## src/rtl/n25q_spi_responder.sv

```systemverilog
// n25q_spi_responder
//   SPI-flash responder emulating the N25Q command subset used by our flash
//   master (RDID 0x9F, RDSR 0x05, WREN 0x06, WRDI 0x04, READ 0x03, PP 0x02,
//   SE 0xD8). SPI mode 3, single data line. The bus is oversampled in the
//   ifclk domain (ifclk >= 16x sclk). Byte storage lives outside the block.
// Ports
//   ifclk, reset      : sole clock, synchronous active-high reset
//   sclk, csb, mosi   : SPI pins, asynchronous to ifclk
//   miso, miso_oe     : serial data out (1 when idle) and its tristate enable
//   mem_addr          : byte address of the current memory access
//   mem_rd/mem_rdata  : read strobe; data valid exactly one cycle later
//   mem_wr/mem_wdata  : write strobe and data
//   mem_erase         : erase the 64 KB sector at mem_addr
//   status            : {6'b0, WEL, WIP}
module n25q_spi_responder #(
    parameter logic [23:0] JEDEC_ID     = 24'h20BA18,
    parameter int unsigned PROG_CYCLES  = 1000,
    parameter int unsigned ERASE_CYCLES = 100000
) (
    input  logic        ifclk,
    input  logic        reset,
    input  logic        sclk,
    input  logic        csb,
    input  logic        mosi,
    output logic        miso,
    output logic        miso_oe,
    output logic [23:0] mem_addr,
    output logic        mem_rd,
    input  logic [7:0]  mem_rdata,
    output logic        mem_wr,
    output logic [7:0]  mem_wdata,
    output logic        mem_erase,
    output logic [7:0]  status
);
    localparam logic [7:0] OP_RDID = 8'h9F, OP_RDSR = 8'h05, OP_WREN = 8'h06,
                           OP_WRDI = 8'h04, OP_READ = 8'h03, OP_PP   = 8'h02,
                           OP_SE   = 8'hD8;

    typedef enum logic [2:0] {S_IDLE, S_CMD, S_ADDR, S_DATA_OUT, S_DATA_IN, S_IGNORE} state_e;

    // [0],[1] synchronize; [2] holds the previous synchronized sample for edges
    logic [2:0] sclk_sync_q, csb_sync_q;
    logic [1:0] mosi_sync_q;

    state_e      state_q, state_d;
    logic [4:0]  bit_cnt_q, bit_cnt_d;
    logic [2:0]  out_cnt_q, out_cnt_d;
    logic [5:0]  frame_bits_q, frame_bits_d;
    logic [7:0]  sh_in_q, sh_in_d, sh_out_q, sh_out_d, nxt_q, nxt_d;
    logic [7:0]  opcode_q, opcode_d, mem_wdata_q, mem_wdata_d;
    logic [23:0] addr_q, addr_d, mem_addr_q, mem_addr_d, wip_cnt_q, wip_cnt_d;
    logic [1:0]  id_idx_q, id_idx_d;
    logic        got_byte_q, got_byte_d, rd_to_sh_q, rd_to_sh_d, rd_dly_q, rd_dly_d;
    logic        miso_q, miso_d, miso_oe_q, miso_oe_d;
    logic        mem_rd_q, mem_rd_d, mem_wr_q, mem_wr_d, mem_erase_q, mem_erase_d;
    logic        wel_q, wel_d, wip_q, wip_d;

    logic        sclk_rise, sclk_fall, csb_rise, csb_fall, mosi_s;
    logic [7:0]  byte_in, status_w;
    logic [23:0] addr_in;

    assign sclk_rise = sclk_sync_q[1] & ~sclk_sync_q[2];
    assign sclk_fall = ~sclk_sync_q[1] & sclk_sync_q[2];
    assign csb_rise  = csb_sync_q[1] & ~csb_sync_q[2];
    assign csb_fall  = ~csb_sync_q[1] & csb_sync_q[2];
    assign mosi_s    = mosi_sync_q[1];
    assign byte_in   = {sh_in_q[6:0], mosi_s};
    assign addr_in   = {addr_q[22:0], mosi_s};
    assign status_w  = {6'b0, wel_q, wip_q};

    always_comb begin
        state_d      = state_q;
        bit_cnt_d    = bit_cnt_q;
        out_cnt_d    = out_cnt_q;
        frame_bits_d = frame_bits_q;
        sh_in_d      = sh_in_q;
        sh_out_d     = sh_out_q;
        nxt_d        = nxt_q;
        opcode_d     = opcode_q;
        addr_d       = addr_q;
        id_idx_d     = id_idx_q;
        got_byte_d   = got_byte_q;
        rd_to_sh_d   = rd_to_sh_q;
        rd_dly_d     = mem_rd_q;
        miso_d       = miso_q;
        mem_addr_d   = mem_addr_q;
        mem_wdata_d  = mem_wdata_q;
        mem_rd_d     = 1'b0;
        mem_wr_d     = 1'b0;
        mem_erase_d  = 1'b0;
        wel_d        = wel_q;
        wip_d        = wip_q;
        wip_cnt_d    = wip_cnt_q;

        if (wip_q) begin
            if (wip_cnt_q <= 24'd1) begin
                wip_d     = 1'b0;
                wip_cnt_d = 24'd0;
            end else begin
                wip_cnt_d = wip_cnt_q - 24'd1;
            end
        end

        // csb rise wins over any sclk event in the same cycle, so a byte
        // completing together with it is dropped.
        if (csb_rise) begin
            state_d = S_IDLE;
            case (opcode_q)
                OP_WREN: wel_d = 1'b1;
                OP_WRDI: wel_d = 1'b0;
                OP_PP: begin
                    wel_d = 1'b0;
                    if (wel_q && got_byte_q) begin
                        wip_d     = 1'b1;
                        wip_cnt_d = 24'(PROG_CYCLES);
                    end
                end
                OP_SE: begin
                    wel_d = 1'b0;
                    if (wel_q && frame_bits_q == 6'd32) begin
                        mem_erase_d = 1'b1;
                        mem_addr_d  = {addr_q[23:16], 16'h0};
                        wip_d       = 1'b1;
                        wip_cnt_d   = 24'(ERASE_CYCLES);
                    end
                end
                default: ;
            endcase
        end else if (csb_fall) begin
            state_d      = S_CMD;
            bit_cnt_d    = 5'd0;
            out_cnt_d    = 3'd0;
            frame_bits_d = 6'd0;
            opcode_d     = 8'h00;
            got_byte_d   = 1'b0;
            rd_to_sh_d   = 1'b0;
        end else begin
            if (sclk_rise && state_q != S_IDLE && frame_bits_q != 6'd63)
                frame_bits_d = frame_bits_q + 6'd1;

            // Read data return: the first byte goes straight to the shifter
            // and triggers a prefetch of the next address into nxt_q.
            if (rd_dly_q && state_q == S_DATA_OUT) begin
                if (rd_to_sh_q) begin
                    sh_out_d   = mem_rdata;
                    rd_to_sh_d = 1'b0;
                    addr_d     = addr_q + 24'd1;
                    mem_rd_d   = 1'b1;
                    mem_addr_d = addr_q + 24'd1;
                end else begin
                    nxt_d = mem_rdata;
                end
            end

            case (state_q)
                S_CMD: if (sclk_rise) begin
                    sh_in_d   = byte_in;
                    bit_cnt_d = bit_cnt_q + 5'd1;
                    if (bit_cnt_q == 5'd7) begin
                        bit_cnt_d = 5'd0;
                        state_d   = S_IGNORE;
                        // while busy only status reads are honored
                        if (!wip_q || byte_in == OP_RDSR) begin
                            opcode_d = byte_in;
                            case (byte_in)
                                OP_RDID: begin
                                    state_d  = S_DATA_OUT;
                                    sh_out_d = JEDEC_ID[23:16];
                                    id_idx_d = 2'd1;
                                end
                                OP_RDSR: begin
                                    state_d  = S_DATA_OUT;
                                    sh_out_d = status_w;
                                end
                                OP_READ, OP_PP, OP_SE: state_d = S_ADDR;
                                default: ;
                            endcase
                        end
                    end
                end
                S_ADDR: if (sclk_rise) begin
                    addr_d    = addr_in;
                    bit_cnt_d = bit_cnt_q + 5'd1;
                    if (bit_cnt_q == 5'd23) begin
                        bit_cnt_d = 5'd0;
                        case (opcode_q)
                            OP_READ: begin
                                state_d    = S_DATA_OUT;
                                mem_rd_d   = 1'b1;
                                mem_addr_d = addr_in;
                                rd_to_sh_d = 1'b1;
                            end
                            OP_PP:   state_d = S_DATA_IN;
                            default: state_d = S_IGNORE;
                        endcase
                    end
                end
                S_DATA_IN: if (sclk_rise) begin
                    sh_in_d   = byte_in;
                    bit_cnt_d = bit_cnt_q + 5'd1;
                    if (bit_cnt_q == 5'd7) begin
                        bit_cnt_d = 5'd0;
                        if (wel_q) begin
                            mem_wr_d    = 1'b1;
                            mem_wdata_d = byte_in;
                            mem_addr_d  = addr_q;
                            addr_d[7:0] = addr_q[7:0] + 8'd1;  // wrap inside the page
                            got_byte_d  = 1'b1;
                        end
                    end
                end
                S_DATA_OUT: if (sclk_fall) begin
                    miso_d    = sh_out_q[7];
                    out_cnt_d = out_cnt_q + 3'd1;
                    if (out_cnt_q == 3'd7) begin
                        case (opcode_q)
                            OP_RDID: begin
                                case (id_idx_q)
                                    2'd1:    sh_out_d = JEDEC_ID[15:8];
                                    2'd2:    sh_out_d = JEDEC_ID[7:0];
                                    default: sh_out_d = 8'hFF;
                                endcase
                                if (id_idx_q != 2'd3) id_idx_d = id_idx_q + 2'd1;
                            end
                            OP_RDSR: sh_out_d = status_w;
                            default: begin
                                sh_out_d   = nxt_q;
                                addr_d     = addr_q + 24'd1;
                                mem_rd_d   = 1'b1;
                                mem_addr_d = addr_q + 24'd1;
                            end
                        endcase
                    end else begin
                        sh_out_d = {sh_out_q[6:0], 1'b1};
                    end
                end
                default: ;
            endcase
        end

        miso_oe_d = (state_d == S_DATA_OUT);
        if (state_d != S_DATA_OUT) miso_d = 1'b1;
    end

    always_ff @(posedge ifclk) begin
        if (reset) begin
            sclk_sync_q  <= 3'b111;
            csb_sync_q   <= 3'b111;
            mosi_sync_q  <= 2'b00;
            state_q      <= S_IDLE;
            bit_cnt_q    <= '0;
            out_cnt_q    <= '0;
            frame_bits_q <= '0;
            sh_in_q      <= '0;
            sh_out_q     <= 8'hFF;
            nxt_q        <= '0;
            opcode_q     <= '0;
            addr_q       <= '0;
            id_idx_q     <= '0;
            got_byte_q   <= 1'b0;
            rd_to_sh_q   <= 1'b0;
            rd_dly_q     <= 1'b0;
            miso_q       <= 1'b1;
            miso_oe_q    <= 1'b0;
            mem_addr_q   <= '0;
            mem_wdata_q  <= '0;
            mem_rd_q     <= 1'b0;
            mem_wr_q     <= 1'b0;
            mem_erase_q  <= 1'b0;
            wel_q        <= 1'b0;
            wip_q        <= 1'b0;
            wip_cnt_q    <= '0;
        end else begin
            sclk_sync_q  <= {sclk_sync_q[1:0], sclk};
            csb_sync_q   <= {csb_sync_q[1:0], csb};
            mosi_sync_q  <= {mosi_sync_q[0], mosi};
            state_q      <= state_d;
            bit_cnt_q    <= bit_cnt_d;
            out_cnt_q    <= out_cnt_d;
            frame_bits_q <= frame_bits_d;
            sh_in_q      <= sh_in_d;
            sh_out_q     <= sh_out_d;
            nxt_q        <= nxt_d;
            opcode_q     <= opcode_d;
            addr_q       <= addr_d;
            id_idx_q     <= id_idx_d;
            got_byte_q   <= got_byte_d;
            rd_to_sh_q   <= rd_to_sh_d;
            rd_dly_q     <= rd_dly_d;
            miso_q       <= miso_d;
            miso_oe_q    <= miso_oe_d;
            mem_addr_q   <= mem_addr_d;
            mem_wdata_q  <= mem_wdata_d;
            mem_rd_q     <= mem_rd_d;
            mem_wr_q     <= mem_wr_d;
            mem_erase_q  <= mem_erase_d;
            wel_q        <= wel_d;
            wip_q        <= wip_d;
            wip_cnt_q    <= wip_cnt_d;
        end
    end

    assign miso      = miso_q;
    assign miso_oe   = miso_oe_q;
    assign mem_addr  = mem_addr_q;
    assign mem_rd    = mem_rd_q;
    assign mem_wr    = mem_wr_q;
    assign mem_wdata = mem_wdata_q;
    assign mem_erase = mem_erase_q;
    assign status    = status_w;
endmodule

```

## config.mk

```make
export PLATFORM = sky130hd
export DESIGN_NAME = n25q_spi_responder
export DESIGN_NICKNAME = d
export VERILOG_FILES = /design/src/rtl/n25q_spi_responder.sv
export SDC_FILE = /design/constraint.sdc
export NUM_CORES = 1
export LEC_CHECK = 0
export CORE_MARGIN = 1
export CORE_UTILIZATION = 40
export CTS_BUF_LIST = sky130_fd_sc_hd__clkbuf_2
export CTS_CLUSTER_DIAMETER = 50
export DETAILED_ROUTE_END_ITERATION = 7
export GPL_TIMING_DRIVEN = 0
export PLACE_DENSITY_LB_ADDON = 0.12
export SLEW_MARGIN = 20
export SYNTH_ARGS = -nofsm -noshare
export SYNTH_HDL_FRONTEND = slang
export SYNTH_SLANG_ARGS = --single-unit
export TNS_END_PERCENT = 10
```

## constraint.sdc

```tcl
create_clock -name ifclk -period 4.7 [get_ports ifclk]
set_input_delay 0.94 -clock ifclk [delete_from_list [all_inputs] [get_ports ifclk]]
set_output_delay 0.94 -clock ifclk [all_outputs]
set_load 0.02 [all_outputs]
```

# Word level (Yosys, flattened, before mapping)
# Cells that the tools add are included.
[totals]
register_bits = 148
out_inout_bits = 45
in_bits = 13
[classes]
n_reduce_logical = 42
n_eq_ne = 39
magnitude_cmp = 1
n_bitwise = 15
add_sub_neg = 7
muxes = 108
[op_table]
columns = ["op", "count"]
rows = [
  ["$mux 24", 26],
  ["$mux 8", 15],
  ["$pmux 24 s3", 1],
  ["$pmux 8 s2", 4],
  ["$pmux 24 s2", 1],
  ["$eq 8x2->1 const B", 4],
  ["$eq 8x3->1 const B", 4],
  ["$eq 8x8->1 const B", 4],
  ["$pmux 16 s2", 1],
  ["$mux 3", 10],
  ["$mux 1", 26],
  ["$mux 5", 5],
  ["$add 24x1->24 const B", 1],
  ["$le 24x1->1 const B", 1],
  ["$pmux 8 s3", 1],
  ["$sub 24x1->24 const B", 1],
  ["$reduce_bool 2->1", 11],
  ["$pmux 3 s2", 3],
  ["$mux 2", 8],
  ["$reduce_and 4->1", 4],
  ["$ne 2x2->1 const B", 7],
  ["$mux 6", 2],
  ["$reduce_or 3->1", 4],
  ["$not 1->1", 11],
  ["other kinds (33)", 57],
]

# Longest topological paths before layout
[depth]
depth_word = 11
ltp_mapped = 10

# Worst setup path after synthesis
# No wires, ideal clock.
[synth_timing]
kind = "reg2reg"
start = "register opcode_q[7]"
end = "register mem_addr_q[23], in the netlist mem_addr[23]"
n_path_buf = 1
path_slack_ns = 2.456
arrival_time_ns = 2.124
stages_incl_launch_ff = 8
path_cell_list = "dfxtp_1 -> or4_1 -> buf_2 -> or4_4 -> nand3_4 -> and2_4 -> a2111oi_1 -> a211o_1"
[synth_via]
elab_chain_len = 8
[synth_rtl]
columns = ["element", "line", "rtl"]
rows = [
  ["start: declaration", "50", "logic [7:0] opcode_q, opcode_d, mem_wdata_q, mem_wdata_d;"],
  ["start signal: assignment", "284", "opcode_q <= opcode_d;"],
  ["$eq 8x3->1 or $eq 8x8->1 (tied branches)", "216", "case (opcode_q)"],
  ["$reduce_or 2->1 (no source line)", "--", ""],
  ["$mux 24", "216", ""],
  ["$mux 24", "215", "if (out_cnt_q == 3'd7) begin"],
  ["$mux 24", "212", "S_DATA_OUT: if (sclk_fall) begin"],
  ["$pmux 24 s3", "155", "case (state_q)"],
  ["$mux 24", "129", "end else if (csb_fall) begin"],
  ["$mux 24", "106", "if (csb_rise) begin"],
  ["end signal: assignment", "292", "mem_addr_q <= mem_addr_d;"],
  ["end: declaration", "51", "logic [23:0] addr_q, addr_d, mem_addr_q, mem_addr_d, wip_cnt_q, wip_cnt_d;"],
]
# Several ways; a longest one is shown, not always the timed one. The select of a mux whose other input is x is not followed.
# A chain may end at the register's enable or synchronous reset.

# Final worst setup path
[layout_timing]
start = "register out_cnt_q[0]"
end = "register mem_addr_q[19], in the netlist mem_addr[19]"
[layout_via]
elab_chain_len = 6
[layout_rtl]
columns = ["element", "line", "rtl"]
rows = [
  ["start: declaration", "47", "logic [2:0] out_cnt_q, out_cnt_d;"],
  ["start signal: assignment", "279", "out_cnt_q <= out_cnt_d;"],
  ["$eq 3x3->1", "215", ""],
  ["$mux 24", "215", ""],
  ["$mux 24", "212", ""],
  ["$pmux 24 s3", "155", ""],
  ["$mux 24", "129", ""],
  ["$mux 24", "106", ""],
]
# No other way between the ends. The select of a mux whose other input is x is not followed.

==> flow_summary_export.csv <==
group,metric,value,unit
run_status,status,"finished with violations",
run_status,violations,"DRC",
setup_path,cp.required,5.44,ns
setup_path,crit_chain,"ha_1, ha_1, clkbuf_1, nand3_1, nor2_1, clkbuf_1, o21ai_0, o211a_1, o22ai_1",
setup_path,worstPathArrival,3.95,ns
setup_path,r2r-start,"out_cnt_q[0]$_SDFFE_PP0P_",
synthesis,yosys_warnings,0,
die,die_h,152,um
clocking,cts_buffers,17,
die,dieArea,23200,sq um
route,avgRoutedWirePerCell,21.6,um
sta,fin_crit,3.21,ns
synthesis,ys_ff_latch,148,
route,ant_nets,0,
grt,grt_max_degree,17,
synthesis,ys.flop_type,"dfxtp_1",
setup_path,cp-start-kind,"flop",
clocking,cts_max_path_buffers,2,
sta,rsz0062_at_grt,"false",
placement,dp_cells,1503,
grt,antenna_found_initial,1,
synthesis,avgSynthCellArea,7.75,sq um
grt,grtUsageTotal,28.6,%
final_layout,final_nets,1267,
route,viasPerCell,6.13,
final_layout,area_growth,12.2,%
sta,fin_setup_tns,0,ns
route,drc,15,
sta,setup_viol,0,
sta,relSlewSlack,36.5,%
clocking,post_cts_resized,0,
route,routed_wl,33300,um
placement,gp_congestion,0.957,
clocking,clock_latency,0.79,ns
worst_hold_path,worstHoldPathType,"flop to flop",
route,dr.first_iter.drc_count,1157,
clocking,h-tree-depth,4,
synthesis,ys_seq_area_share,32.8,%
grt,grt_pass1_vias,8554,
power,p_leak,3.47,nW
final_layout,finalInstanceArea,10100,sq um
route,num_vias,9425,
placement,io_buffers,51,
clocking,cts_setup_buffers,0,
clocking,cts_hold_buf,0,
sta,finClkSkew,0.0439,ns
grt,grt.overflow.total,0,
final_layout,layout_common_cells,"dfxtp_1 (148), nor2_1 (134), nand2_1 (119)",
setup_path,critPathLaunch,"out_cnt_q[0]$_SDFFE_PP0P_",
synthesis,synthCells,1167,
die,initial_core_util,41.2,%
setup_path,cp-end-kind,"flop",
route,drt-pass1-iter-count,8,
sta,fmax,312,MHz
synthesis,synthDistinctLibCells,90,
final_layout,fillCellCount,2236,
power,powerDensity,220,nW/um^2
synthesis,synth_edf_count,0,
die,fp.dieW,152,um
run,drv_cap,0,
sta,worst_pin_slew,0.944,ns
clocking,clock_sinks,148,
setup_path,crit_family,"buffers and inverters",
setup_path,cpPeakStageDelay,0.60,ns
power,peakVddDrop,0.122,mV
power,finalPower,2.23,mW
setup_path,slowest_stage,"clkbuf_1",
final_layout,final_common_cell,"dfxtp_1",
die,io_pins,58,
die,core-area,22000,sq um
setup_path,worst-path-buf-inv,2,
grt,grt_pass1_wl,51200,um
clocking,path_clk_slew,0.26,ns
die,rows,54,
final_layout,fin_cells,1537,
placement,place_hpwl,23800,um
synthesis,synth_area,9040,sq um
sta,period_share,68.2,%
synthesis,async_flop_share,0,%
final_layout,final_core_util,46.2,%
setup_path,worstSetupPathType,"flop to flop",
clocking,root_buffer,"clkbuf_2",
final_layout,drive_above_1_share,8.05,%
setup_path,path_max_fanout,10,
sta,drv_slew,0,
clocking,cts_tree,"built",
sta,final_hold_viol_count,0,
placement,post_dp_cell_area,9920,sq um
worst_hold_path,hp-start,"csb_sync_q[0]$_SDFF_PP1_",
==> Yosys cell counts (19+ instances only) <==
library cell	number	area (sq um)
a21oi_1	65	325
a31oi_1	23	144
clkbuf_1	65	244
dfxtp_1	148	2960
inv_1	26	97.6
nand2_1	119	447
nand3_1	37	185
nor2_1	134	503
nor3_1	49	245
o21ai_0	55	275
xnor2_1	37	324
xor2_1	19	166
==> sequential cells by signal (all words and copies together) (netlist names), 2 cells and up <==
register and cells:
addr_q 24, bit_cnt_q 5, csb_sync_q 3, frame_bits_q 6, id_idx_q 2, mem_addr 24, mem_wdata 8, mosi_sync_q 2
nxt_q 8, opcode_q 8, out_cnt_q 3, sclk_sync_q 3, sh_in_q 7, sh_out_q 8, state_q 3, wip_cnt_q 24
==> cells by family (layout without fill, tap and decap cells) <==
kind of cell | count (synthesis) | in the layout | synth area share (%)
simple gates | 482 | 482 | 27.1
compound gates | 319 | 319 | 24.3
flops | 148 | 148 | 32.8
buf+inv | 127 | 210 | 6.13
xor+xnor | 56 | 56 | 5.43
mux | 22 | 22 | 2.49
fa+ha+maj | 12 | 12 | 1.66
other cells | 1 | 8 | 0.0415
==> metal layers <==
layer  wire [um]  part of all wire (%)  track usage, %
met1       14600                    44            40.4
met2       14300                    43            42.9
met3        3420                    10            6.06
met4         859                   2.6            9.77
met5           0                     0               0
==> layout make-up <==
cell class / count / area, sq um / share of cell area [%]
multi-input combinational: 897 / 5550 / 54.7
sequential: 148 / 2960 / 29.2
timing repair buffer: 51 / 510 / 5.04
buffer: 100 / 453 / 4.47
tap: 280 / 350 / 3.46
clock inverter: 12 / 105 / 1.04
inverter: 27 / 101 / 1.00
clock buffer: 20 / 100 / 0.987
antenna: 2 / 5.00 / 0.0494
==> per-stage QoR <==
stage	setup slack (ns)	hold WS, ns
after floorplan	2.46	0.389
after global placement	0.960	0.392
after detailed placement	0.981	0.393
after CTS	1.63	0.440
after global routing	1.32	0.453
final	1.49	0.439
==> power breakdown <==
part	leakage (nW)	switching, mW	internal [mW]
logic	2.14	0.161	0.0690
clock network	0.126	0.516	0.197
registers	1.20	0.0110	1.27
total	3.47	0.688	1.54
==> path summary, 6_finish.rpt <==
| kind | slack (ns) | cells past startpoint | to |
|---|---|---|---|
| worst max-delay path | 1.49 | 9 | mem_addr[19]$_SDFFE_PP0P_ |
| worst min-delay path | 0.44 | 1 | csb_sync_q[1]$_SDFF_PP1_ |
| worst min register to register | 0.44 | 1 | csb_sync_q[1]$_SDFF_PP1_ |
| worst max register to register | 1.49 | 9 | mem_addr[19]$_SDFFE_PP0P_ |
Power figures use the tool's default switching activity.
